**src/rtl/msgpass_rd_sched.sv**
```systemverilog
// rtl/msgpass_rd_sched.sv - read scheduler for message-pass buffer port A
//
// Issues a programmed run of sequential read addresses to the message-pass
// buffer, stalls while memShare reports a data-routing conflict, holds the
// memShare busy flag through the pipeline drain and pulses done on completion.
//
// Optional feature macro: MSGPASS_RD_SCHED_STALLCNT_EN
//   defined   -> stall_cnt_o port and saturating stall counter are built
//   undefined -> no stall_cnt_o port, no counter logic
//
// Ports:
//   sys_clk      system clock, rising edge
//   rst          asynchronous active-high reset
//   start_i      start request (sampled in IDLE only)
//   abort_i      cancel current run (wins over start_i)
//   base_addr_i  first read address, latched with start_i
//   len_i        number of reads, latched with start_i (0 = empty run)
//   is_drc_i     memShare conflict flags, any bit set stalls the issue
//   raddr_o      registered buffer read address
//   rvalid_o     raddr_o is issued this cycle
//   busy_o       memShare busy flag (READ and DRAIN)
//   done_o       one-cycle completion pulse
//   stall_cnt_o  conflict-stalled READ cycles of last/current run (macro only)

module msgpass_rd_sched #(
    parameter int ADDR_W       = 4,
    parameter int DRC_NUM      = 1,
    parameter int DRAIN_CYCLES = 3,
    parameter int STALL_CNT_W  = 8
) (
    input  logic                 sys_clk,
    input  logic                 rst,
    input  logic                 start_i,
    input  logic                 abort_i,
    input  logic [ADDR_W-1:0]    base_addr_i,
    input  logic [ADDR_W:0]      len_i,
    input  logic [DRC_NUM-1:0]   is_drc_i,
    output logic [ADDR_W-1:0]    raddr_o,
    output logic                 rvalid_o,
    output logic                 busy_o,
    output logic                 done_o
`ifdef MSGPASS_RD_SCHED_STALLCNT_EN
    ,
    output logic [STALL_CNT_W-1:0] stall_cnt_o
`endif
);

    localparam int DW = (DRAIN_CYCLES > 1) ? $clog2(DRAIN_CYCLES) : 1;
    localparam logic [DW-1:0] DRAIN_LAST = DW'(DRAIN_CYCLES - 1);

    typedef enum logic [1:0] {
        ST_IDLE  = 2'd0,
        ST_READ  = 2'd1,
        ST_DRAIN = 2'd2,
        ST_DONE  = 2'd3
    } state_t;

    state_t              state_q, state_d;
    logic [ADDR_W-1:0]   raddr_q, raddr_d;
    logic [ADDR_W:0]     cnt_q, cnt_d;
    logic [ADDR_W:0]     len_q, len_d;
    logic [DW-1:0]       drain_q, drain_d;
    logic                drc;
    logic                accept;

    assign drc    = |is_drc_i;
    // Abort in IDLE blocks a same-cycle start.
    assign accept = (state_q == ST_IDLE) && start_i && !abort_i;

    always_ff @(posedge sys_clk or posedge rst) begin
        if (rst) begin
            state_q <= ST_IDLE;
            raddr_q <= '0;
            cnt_q   <= '0;
            len_q   <= '0;
            drain_q <= '0;
        end else begin
            state_q <= state_d;
            raddr_q <= raddr_d;
            cnt_q   <= cnt_d;
            len_q   <= len_d;
            drain_q <= drain_d;
        end
    end

    always_comb begin
        state_d  = state_q;
        raddr_d  = raddr_q;
        cnt_d    = cnt_q;
        len_d    = len_q;
        drain_d  = drain_q;
        rvalid_o = 1'b0;
        busy_o   = 1'b0;
        done_o   = 1'b0;
        case (state_q)
            ST_IDLE: begin
                if (accept) begin
                    len_d = len_i;
                    cnt_d = '0;
                    if (len_i != '0) begin
                        state_d = ST_READ;
                        raddr_d = base_addr_i;
                    end else begin
                        state_d = ST_DONE;
                    end
                end
            end
            ST_READ: begin
                busy_o   = 1'b1;
                rvalid_o = !drc;
                if (abort_i) begin
                    state_d = ST_IDLE;
                end else if (!drc) begin
                    cnt_d   = cnt_q + 1'b1;
                    raddr_d = raddr_q + 1'b1;
                    if (cnt_q + 1'b1 == len_q) begin
                        state_d = ST_DRAIN;
                        drain_d = '0;
                    end
                end
            end
            ST_DRAIN: begin
                busy_o = 1'b1;
                if (abort_i) begin
                    state_d = ST_IDLE;
                end else if (drain_q == DRAIN_LAST) begin
                    state_d = ST_DONE;
                end else begin
                    drain_d = drain_q + 1'b1;
                end
            end
            ST_DONE: begin
                // An abort landing on the DONE cycle suppresses the pulse.
                done_o  = !abort_i;
                state_d = ST_IDLE;
            end
            default: state_d = ST_IDLE;
        endcase
    end

    assign raddr_o = raddr_q;

`ifdef MSGPASS_RD_SCHED_STALLCNT_EN
    logic [STALL_CNT_W-1:0] stall_q;

    always_ff @(posedge sys_clk or posedge rst) begin
        if (rst) begin
            stall_q <= '0;
        end else if (accept) begin
            stall_q <= '0;
        end else if ((state_q == ST_READ) && drc && !(&stall_q)) begin
            stall_q <= stall_q + 1'b1;
        end
    end

    assign stall_cnt_o = stall_q;
`endif

endmodule

```
**config.mk**
```make
export PLATFORM = sky130hd
export DESIGN_NAME = msgpass_rd_sched
export DESIGN_NICKNAME = d
export VERILOG_FILES = /design/src/rtl/msgpass_rd_sched.sv
export SDC_FILE = /design/constraint.sdc
export NUM_CORES = 1
export LEC_CHECK = 0
export ABC_AREA = 0
export BUFFER_PORTS_ARGS = -buffer_cell sky130_fd_sc_hd__buf_2
export CORE_AREA = 2 2 66 68
export CTS_BUF_LIST = sky130_fd_sc_hd__clkbuf_2
export CTS_CLUSTER_DIAMETER = 150
export DETAILED_ROUTE_END_ITERATION = 7
export DIE_AREA = 0 0 68 70
export PLACE_DENSITY_LB_ADDON = 0.05
export SETUP_SLACK_MARGIN = 0.02
export SKIP_LAST_GASP = 1
export SYNTH_ARGS = -nofsm -noshare
export SYNTH_HDL_FRONTEND = slang
export SYNTH_SLANG_ARGS = --single-unit
```
**constraint.sdc**
```tcl
create_clock -name sys_clk -period 2.39 [get_ports sys_clk]
set_input_delay 0 -clock sys_clk [delete_from_list [all_inputs] [get_ports sys_clk]]
set_output_delay 0 -clock sys_clk [all_outputs]
set_load 0.005 [all_outputs]
```
==> results of run 1 <==
[per-layer routing]
metal	part of all wire	up-vias
met2	0.50	6
met3	0.017	2
met1	0.47	419
met4	0.0052	0
met5	0	-
li1	-	463
[state kept, by name, indices dropped and copies added, names as in the netlist]
| register | count |
|---|---|
| cnt_q | 5 |
| raddr_o | 4 |
| drain_q | 2 |
| len_q | 5 |
| state_q | 2 |
[logic make-up after synthesis]
group,after synthesis,share of synthesized area
XOR/XNOR,6,0.0458
multiplexers,12,0.115
buffers and inverters,16,0.0599
AO/OA/AOI/OAI,30,0.197
AND/OR/NAND/NOR,25,0.113
adder cells (fa/ha/maj),7,0.0762
flip-flops,18,0.392
[power by group through the flow]
stage	combinational (mW)	clock (mW)	sequential [mW]
after floorplan	0.682	0	0.534
after global placement	0.861	0	0.575
after detailed placement	0.868	0	0.578
after CTS	0.882	0.151	0.571
after global routing	0.981	0.165	0.592
final	0.869	0.140	0.568
[final cells by class]
cell class | instances | area (um2)
fillers | 449 | 2740
multi-input cells | 80 | 629
flip-flops and latches | 18 | 450
repair buffers | 31 | 203
well taps | 52 | 65.1
inverters | 11 | 41.3
clock buffers | 3 | 15.0
clock inverters | 1 | 3.75
[critical path, delay by kind of cell, from the launching register on]
kind | cells | cell delay, ns
adder cells (fa/ha/maj) | 1 | 0.29
flip-flops | 1 | 0.47
AO/OA/AOI/OAI | 4 | 0.98
multiplexers | 1 | 0.35
[through the flow]
| step | worst slack, ns | std cells | instance area, um2 | total power, mW |
|---|---|---|---|---|
| 5_1_grt | 0.0918 | 196 | 1410 | 1.74 |
| 2_1_floorplan | 0.365 | 114 | 1150 | 1.22 |
| 3_5_place_dp | 0.222 | 184 | 1310 | 1.45 |
| 3_3_place_gp | 0.275 | 184 | 1310 | 1.44 |
| 6_report | 0.197 | 196 | 1410 | 1.58 |
| 4_1_cts | 0.196 | 196 | 1410 | 1.60 |
[worst paths after layout]
check	start	to	slack [ns]	cells after the start
setup / recovery	cnt_q[0]$_DFFE_PP0P_	drain_q[1]$_DFFE_PP0P_	0.20	6
hold / removal	base_addr_i[3]	raddr_o[3]$_DFFE_PP0P_	0.05	3
setup reg to reg	cnt_q[0]$_DFFE_PP0P_	drain_q[1]$_DFFE_PP0P_	0.20	6
hold reg to reg	cnt_q[4]$_DFFE_PP0P_	cnt_q[4]$_DFFE_PP0P_	0.53	1
max in group asynchronous	rst	cnt_q[0]$_DFFE_PP0P_	1.62	3
min in group asynchronous	rst	cnt_q[3]$_DFFE_PP0P_	0.31	3
[cells in the final DEF, fill, tap and decap left out, drive strengths merged, types with 5 or more instances in the layout]
cell          n
buf          23
dfrtp        18
inv          11
o21ai        11
nand2         9
dlygate4sd3   8
ha            7
mux2          7
mux2i         5
a21oi         5
==> impl_metrics.env, run 1 <==
export IMPL_fin_util=0.340
export IMPL_p_leak_nw=0.647
export IMPL_critical_path_max_stage_delay_ns=0.47
export IMPL_hold_viol=0
export IMPL_period_share=0.918
export IMPL_cts_setup_buffers=0
export IMPL_seqPwrFrac=0.360
export IMPL_required_ns=2.60
export IMPL_io_buffers=20
export IMPL_grt_usage=0.119
export IMPL_cp_slowest_cell="dfrtp_1"
export IMPL_ys_ff_latch=18
export IMPL_crit_fanout=6
export IMPL_synth_edff_count=0
export IMPL_status="finished clean"
export IMPL_nNetsFinal=166
export IMPL_p_sw_uw=661
export IMPL_power_internal_uw=916
export IMPL_slew_headroom=0.521
export IMPL_synth_cell_type_count=37
export IMPL_drtIter0Drc=24
export IMPL_vias_per_cell=4.54
export IMPL_syn_avg_cell_area_um2=10.1
export IMPL_grt_pass1_wl_um=4380
export IMPL_holdWs_ns=0.0486
export IMPL_ys_seq_area_frac=0.392
export IMPL_area_growth_pct=22.5
export IMPL_drc=0
export IMPL_powerDensity_mw_per_mm2=1120
export IMPL_initial_core_util=0.277
export IMPL_grt_util_met3=0.0290
export IMPL_critical_path_class="reg -> reg"
export IMPL_grt_pass1_vias=939
export IMPL_finalClockSkew_ns=0.0154
export IMPL_yosys_warnings=0
export IMPL_diodes=0
export IMPL_yosys_area_top_type="dfrtp_1"
export IMPL_arrival_ns=2.40
export IMPL_cts_tree="done"
export IMPL_synthTopCellsByCount="dfrtp_1 (18), inv_1 (11), o21ai_0 (11), nand2_1 (9), ha_1 (7)"
export IMPL_numClockSinks=18
export IMPL_critPathCaptureType="flop"
export IMPL_synth_main_ff_cell="dfrtp_1"
export IMPL_cp_cell_sequence="ha_1, o21ba_1, a221oi_2, o2111ai_2, a21oi_1, mux2_1"
export IMPL_synth_top_area_frac=0.392
export IMPL_clock_path_buffers=2
export IMPL_clk_latency_ns=0.31
export IMPL_io_pins=21
export IMPL_p_clk_frac=0.089
export IMPL_wl_per_cell_um=12.8
export IMPL_die_h_um=70
export IMPL_antenna_found_initial=0
export IMPL_wl_um=2510
export IMPL_grt_busiest_layer="met2"
export IMPL_ant_nets=0
export IMPL_die_area_mm2=0.00476
export IMPL_syn_nets=135
export IMPL_finalSetupViolCount=0
export IMPL_min_period_ns=2.19
export IMPL_die_x_um=68
export IMPL_holdBufCountCts=8
export IMPL_rsz0062_at_grt="false"
export IMPL_clock_root_buffer="clkbuf_2"
export IMPL_met1_usage=0.159
export IMPL_cp_start_kind="flop"
export IMPL_gr_total_overflow=0
export IMPL_p_sw_frac=0.419
export IMPL_netlist_area_mm2=0.00115
export IMPL_fmax_mhz=456
export IMPL_grt_max_degree=19
export IMPL_tightest_slew_ns=0.718
export IMPL_drive_gt1_frac=0.250
export IMPL_async_reset_ff_frac=1.00
export IMPL_tns_ns=0
export IMPL_globalplace_congestion=0.718
export IMPL_cts_buffers=3
export IMPL_htreeDepth=1
export IMPL_vdd_drop_max_v=0.000319
export IMPL_vias=890
export IMPL_hold_class="in -> reg"
export IMPL_rows=24
export IMPL_slew_violations=0
export IMPL_dr_pass1_iters=4
export IMPL_synth_most_common_cell="dfrtp_1"
export IMPL_syn_inst=114
export IMPL_core_area_mm2=0.00414
export IMPL_pwr_share_comb=0.551
export IMPL_met2_usage=0.197
export IMPL_synthTopCellsByArea="dfrtp_1 (39%), ha_1 (7.6%), mux2_2 (4.9%)"
export IMPL_max_cap_violations=0
export IMPL_hpwl_um=1930
export IMPL_clkTransAtPathRegs_ns=0.18
export IMPL_cts_resized_gates=0
(Power assumes the default switching activity.)
==> run 2: changes to the inputs <==
--- a/config.mk
+++ b/config.mk
@@ -7,12 +7,13 @@
 export LEC_CHECK = 0
 export ABC_AREA = 0
 export BUFFER_PORTS_ARGS = -buffer_cell sky130_fd_sc_hd__buf_2
-export CORE_AREA = 2 2 66 68
+export CORE_AREA = 2 2 64 72
 export CTS_BUF_LIST = sky130_fd_sc_hd__clkbuf_2
 export CTS_CLUSTER_DIAMETER = 150
 export DETAILED_ROUTE_END_ITERATION = 7
-export DIE_AREA = 0 0 68 70
+export DIE_AREA = 0 0 66 74
 export PLACE_DENSITY_LB_ADDON = 0.05
+export REMOVE_ABC_BUFFERS = 1
 export SETUP_SLACK_MARGIN = 0.02
 export SKIP_LAST_GASP = 1
 export SYNTH_ARGS = -nofsm -noshare
==> run 2 against run 1 <==
  * Sequential power hardly changed
  * Cell count is 1.0% higher
  * Global-route usage is 0.37 points lower
  * Critical path depth stayed put
  * Core utilization is 0.27 points lower
  * Clock power hardly changed
  * Critical path type unchanged
==> impl_metrics.env, run 2 (same netlist as run 1, synthesis figures left out) <==
export IMPL_status="finished clean"
export IMPL_min_period_ns=2.17
export IMPL_antenna_found_initial=0
export IMPL_wl_um=2480
export IMPL_crit_fanout=6
export IMPL_multi_input_area_um2=629
export IMPL_drive_gt1_frac=0.243
export IMPL_setup_slack_ns=0.215
export IMPL_ff_latch_area_um2=450
export IMPL_p_leak_nw=0.646
export IMPL_pwr_share_comb=0.545
export IMPL_final_common_cell="buf_2"
export IMPL_grt_pass1_wl_um=4220
export IMPL_gr_total_overflow=0
export IMPL_fmax_mhz=460
export IMPL_die_h_um=74
export IMPL_seqPwrFrac=0.365
export IMPL_slew_headroom=0.492
export IMPL_p_sw_uw=656
export IMPL_drc=0
export IMPL_holdBufCountCts=9
export IMPL_required_ns=2.60
export IMPL_diodes=0
export IMPL_period_share=0.910
export IMPL_clock_path_buffers=2
export IMPL_numClockSinks=18
export IMPL_met2_usage=0.190
export IMPL_p_clk_frac=0.090
export IMPL_tightest_slew_ns=0.761
export IMPL_rsz0062_at_grt="false"
export IMPL_finalSetupViolCount=0
export IMPL_cts_setup_buffers=0
export IMPL_cp_start_kind="flop"
export IMPL_initial_core_util=0.274
export IMPL_cts_resized_gates=0
export IMPL_grt_usage=0.115
export IMPL_final_cell_mix="buf_2 (20), dfrtp_1 (18), inv_1 (11), o21ai_0 (11)"
export IMPL_hold_class="in -> reg"
export IMPL_vdd_drop_max_v=0.000342
export IMPL_io_pins=21
export IMPL_cts_tree="done"
export IMPL_io_buffers=20
export IMPL_core_area_mm2=0.00419
export IMPL_die_area_mm2=0.00488
export IMPL_met1_usage=0.148
export IMPL_drtIter0Drc=18
export IMPL_r2r_slack_ns=0.22
export IMPL_ant_nets=0
export IMPL_dr_pass1_iters=4
export IMPL_tns_ns=0
export IMPL_max_cap_violations=0
export IMPL_die_x_um=66
export IMPL_clkTransAtPathRegs_ns=0.18
export IMPL_power_internal_uw=903
export IMPL_filler_cell_count=457
export IMPL_vias=883
export IMPL_hpwl_um=1870
export IMPL_clk_latency_ns=0.32
export IMPL_grt_pass1_vias=870
export IMPL_critPathCaptureType="flop"
export IMPL_p_sw_frac=0.421
export IMPL_finalClockSkew_ns=0.0202
export IMPL_critical_path_class="reg -> reg"
export IMPL_arrival_ns=2.38
export IMPL_htreeDepth=1
export IMPL_rows=25
export IMPL_nNetsFinal=166
export IMPL_grt_busiest_layer="met2"
export IMPL_grt_max_degree=19
export IMPL_area_growth_pct=23.0
export IMPL_wl_per_cell_um=12.5
export IMPL_cts_buffers=3
export IMPL_globalplace_congestion=0.745
export IMPL_vias_per_cell=4.46
export IMPL_grt_util_met3=0.0318
export IMPL_dp_slack_ns=0.232
export IMPL_powerDensity_mw_per_mm2=1100
export IMPL_clock_root_buffer="clkbuf_2"
export IMPL_hold_viol=0
export IMPL_slew_violations=0
[run 2: per-layer routing]
metal | vias up | part of all wire
met1 | 414 | 0.47
li1 | 461 | -
met3 | 2 | 0.021
met5 | - | 0
met4 | 0 | 0.010
met2 | 6 | 0.50
[run 2: final timing paths]
check | from | end | cells past startpoint
max | cnt_q[0]$_DFFE_PP0P_ | drain_q[1]$_DFFE_PP0P_ | 6
min | is_drc_i | state_q[0]$_DFFE_PP0P_ | 3
max reg2reg | cnt_q[0]$_DFFE_PP0P_ | drain_q[1]$_DFFE_PP0P_ | 6
min in group asynchronous | rst | cnt_q[3]$_DFFE_PP0P_ | 3
min reg2reg | drain_q[1]$_DFFE_PP0P_ | drain_q[1]$_DFFE_PP0P_ | 1
max in group asynchronous | rst | state_q[0]$_DFFE_PP0P_ | 3
[run 2: power groups by stage]
stage	clock network, mW	logic, mW	registers [mW]
after global routing	0.165	0.966	0.591
final	0.141	0.850	0.568
after detailed placement	0	0.853	0.579
after global placement	0	0.840	0.576
after CTS	0.152	0.867	0.571
after floorplan	0	0.641	0.543
[run 2: layout make-up]
type / count / share of cell area
Multi-Input combinational cell: 80 / 0.446
Sequential cell: 18 / 0.319
Timing Repair Buffer: 31 / 0.145
Tap cell: 54 / 0.0478
Inverter: 11 / 0.0292
Clock buffer: 3 / 0.0106
Clock inverter: 1 / 0.00266
[run 2: critical path, cell delays in order, from the launching register on]
cell and delay (ns):
dfrtp_1 0.47, ha_1 0.30, o21ba_1 0.21, a221oi_2 0.27, o2111ai_2 0.21, a21oi_1 0.28, mux2_1 0.35
[run 2: metrics by stage]
step                hold slack [ns]  instances   util  total power, mW  area (um2)
global route                 0.0378        198  0.337             1.72        1410
global placement              0.182        185  0.311             1.42        1300
CTS                          0.0474        198  0.337             1.59        1410
floorplan                   -0.0614        109      -             1.18        1120
detailed placement            0.180        185  0.311             1.43        1300
finish                       0.0721        198  0.337             1.56        1410
==> run 3: changes to the inputs <==
--- a/config.mk
+++ b/config.mk
@@ -16,6 +16,7 @@
 export REMOVE_ABC_BUFFERS = 1
 export SETUP_SLACK_MARGIN = 0.02
 export SKIP_LAST_GASP = 1
+export SLEW_MARGIN = 10
 export SYNTH_ARGS = -nofsm -noshare
 export SYNTH_HDL_FRONTEND = slang
 export SYNTH_SLANG_ARGS = --single-unit
==> constraint.sdc (replaced) <==
create_clock -name sys_clk -period 2.39 [get_ports sys_clk]
set_input_delay 0.3585 -clock sys_clk [delete_from_list [all_inputs] [get_ports sys_clk]]
set_output_delay 0.3585 -clock sys_clk [all_outputs]
set_load 0.005 [all_outputs]
==> run 3 against run 2 <==
  * Final area is 6.4% lower
  * Total power down 1.9%
  * Critical path depth unchanged
  * Worst setup slack worse by 0.020 ns
  * Global-route usage is 1.2 points lower
  * Count of clock-buffer cells in the layout unchanged
  * Sequential share of layout area up 2.2 points
  * Non-clock buffer count down 9
==> impl_metrics.env, run 3 (same netlist as run 1, synthesis figures left out) <==
export IMPL_area_growth_pct=15.1
export IMPL_grt_usage=0.103
export IMPL_pwr_share_comb=0.543
export IMPL_p_clk_frac=0.089
export IMPL_fmax_mhz=456
export IMPL_max_cap_violations=0
export IMPL_required_ns=2.59
export IMPL_cts_buffers=3
export IMPL_numClockSinks=18
export IMPL_p_sw_uw=637
export IMPL_r2r_end="state_q[1]$_DFFE_PP0P_"
export IMPL_hold_viol=0
export IMPL_drive_gt1_frac=0.259
export IMPL_globalplace_congestion=0.742
export IMPL_rsz0062_at_grt="false"
export IMPL_design_area_mm2=0.00132
export IMPL_clk_latency_ns=0.31
export IMPL_vias_per_cell=4.56
export IMPL_setup_slack_ns=0.195
export IMPL_clock_path_buffers=2
export IMPL_critical_path_class="reg -> reg"
export IMPL_seqPwrFrac=0.369
export IMPL_tns_ns=0
export IMPL_gr_total_overflow=0
export IMPL_wl_um=2310
export IMPL_ant_nets=0
export IMPL_min_period_ns=2.19
export IMPL_io_pins=21
export IMPL_slew_violations=0
export IMPL_dp_slack_ns=0.222
export IMPL_die_h_um=74
export IMPL_drtIter0Drc=19
export IMPL_holdBufCountCts=0
export IMPL_slew_headroom=0.510
export IMPL_fin_util=0.316
export IMPL_place_area_mm2=0.00130
export IMPL_cts_resized_gates=0
export IMPL_finalSetupViolCount=0
export IMPL_finalClockSkew_ns=0.0188
export IMPL_p_sw_frac=0.417
export IMPL_grt_pass1_wl_um=3790
export IMPL_period_share=0.918
export IMPL_powerDensity_mw_per_mm2=1160
export IMPL_status="finished clean"
export IMPL_critPathCaptureType="flop"
export IMPL_r2r_slack_ns=0.20
export IMPL_tightest_slew_ns=0.734
export IMPL_grt_pass1_vias=827
export IMPL_p_leak_nw=0.609
export IMPL_dpl_cell_count=185
export IMPL_hold_class="in -> async"
export IMPL_power_internal_uw=893
export IMPL_instances_no_fill=189
export IMPL_final_cell_mix="buf_2 (20), dfrtp_1 (18), inv_1 (11), o21ai_0 (11), nand2_1 (9)"
export IMPL_htreeDepth=1
export IMPL_rows=25
export IMPL_diodes=0
export IMPL_cp_start_kind="flop"
export IMPL_vias=862
export IMPL_die_area_mm2=0.00488
export IMPL_wl_per_cell_um=12.2
export IMPL_final_common_cell="buf_2"
export IMPL_drc=0
export IMPL_die_x_um=66
export IMPL_rr_startpoint="cnt_q[0]$_DFFE_PP0P_"
export IMPL_crit_fanout=6
export IMPL_grt_max_degree=19
export IMPL_core_area_mm2=0.00419
export IMPL_hpwl_um=1810
export IMPL_dr_pass1_iters=2
export IMPL_nNetsFinal=157
export IMPL_arrival_ns=2.40
export IMPL_vdd_drop_max_v=0.000297
export IMPL_initial_core_util=0.274
export IMPL_clock_root_buffer="clkbuf_2"
export IMPL_io_buffers=20
export IMPL_filler_cell_count=461
export IMPL_antenna_found_initial=0
export IMPL_cts_setup_buffers=0
export IMPL_cts_tree="done"
export IMPL_ff2ff_path_depth=6
export IMPL_clkTransAtPathRegs_ns=0.19
-- run 3: power by group through the flow --
stage	sequential (mW)	clock (mW)	combinational (mW)
3_3_place_gp	0.577	0	0.845
3_5_place_dp	0.577	0	0.848
6_report	0.564	0.136	0.830
4_1_cts	0.570	0.150	0.850
2_1_floorplan	0.543	0	0.641
5_1_grt	0.590	0.157	0.940
-- run 3: worst max path at each step --
stage                    startpoint  slack, ns                     end
2_1_floorplan  cnt_q[0]$_DFFE_PP0P_       0.36  state_q[1]$_DFFE_PP0P_
5_1_grt        cnt_q[0]$_DFFE_PP0P_       0.08  state_q[1]$_DFFE_PP0P_
6_report       cnt_q[0]$_DFFE_PP0P_       0.20  state_q[1]$_DFFE_PP0P_
4_1_cts        cnt_q[0]$_DFFE_PP0P_       0.18  state_q[1]$_DFFE_PP0P_
3_3_place_gp   cnt_q[0]$_DFFE_PP0P_       0.28  drain_q[1]$_DFFE_PP0P_
3_5_place_dp   cnt_q[0]$_DFFE_PP0P_       0.22  drain_q[1]$_DFFE_PP0P_
-- run 3: metal layers --
metal / vias to the layer above / wire length, um / track usage
met5: - / 0 / 0
met4: 0 / 22 / 0.0408
met3: 2 / 42 / 0.0227
met2: 4 / 1190 / 0.180
met1: 408 / 1050 / 0.123
li1: 448 / - / -
-- run 3: stage by stage --
stage	hold WS, ns	power, mW
finish	0.130	1.53
global route	0.161	1.69
CTS	0.139	1.57
detailed placement	0.489	1.43
global placement	0.478	1.42
floorplan	0.297	1.18
-- run 3: worst max-delay path: stages (launching register included) --
cell and delay (ns):
dfrtp_1 0.47, ha_1 0.29, o21ba_1 0.20, a221oi_2 0.29, o2111ai_2 0.21, o31ai_4 0.31, mux2_4 0.32
-- run 3: layout make-up --
class	count	area, um2	share of cell area
multi-input cells	80	629	0.476
flip-flops and latches	18	450	0.341
inverters	11	41.3	0.0312
clock inverters	1	3.75	0.00284
clock buffers	3	15.0	0.0114
well taps	54	67.6	0.0511
repair buffers	22	115	0.0870
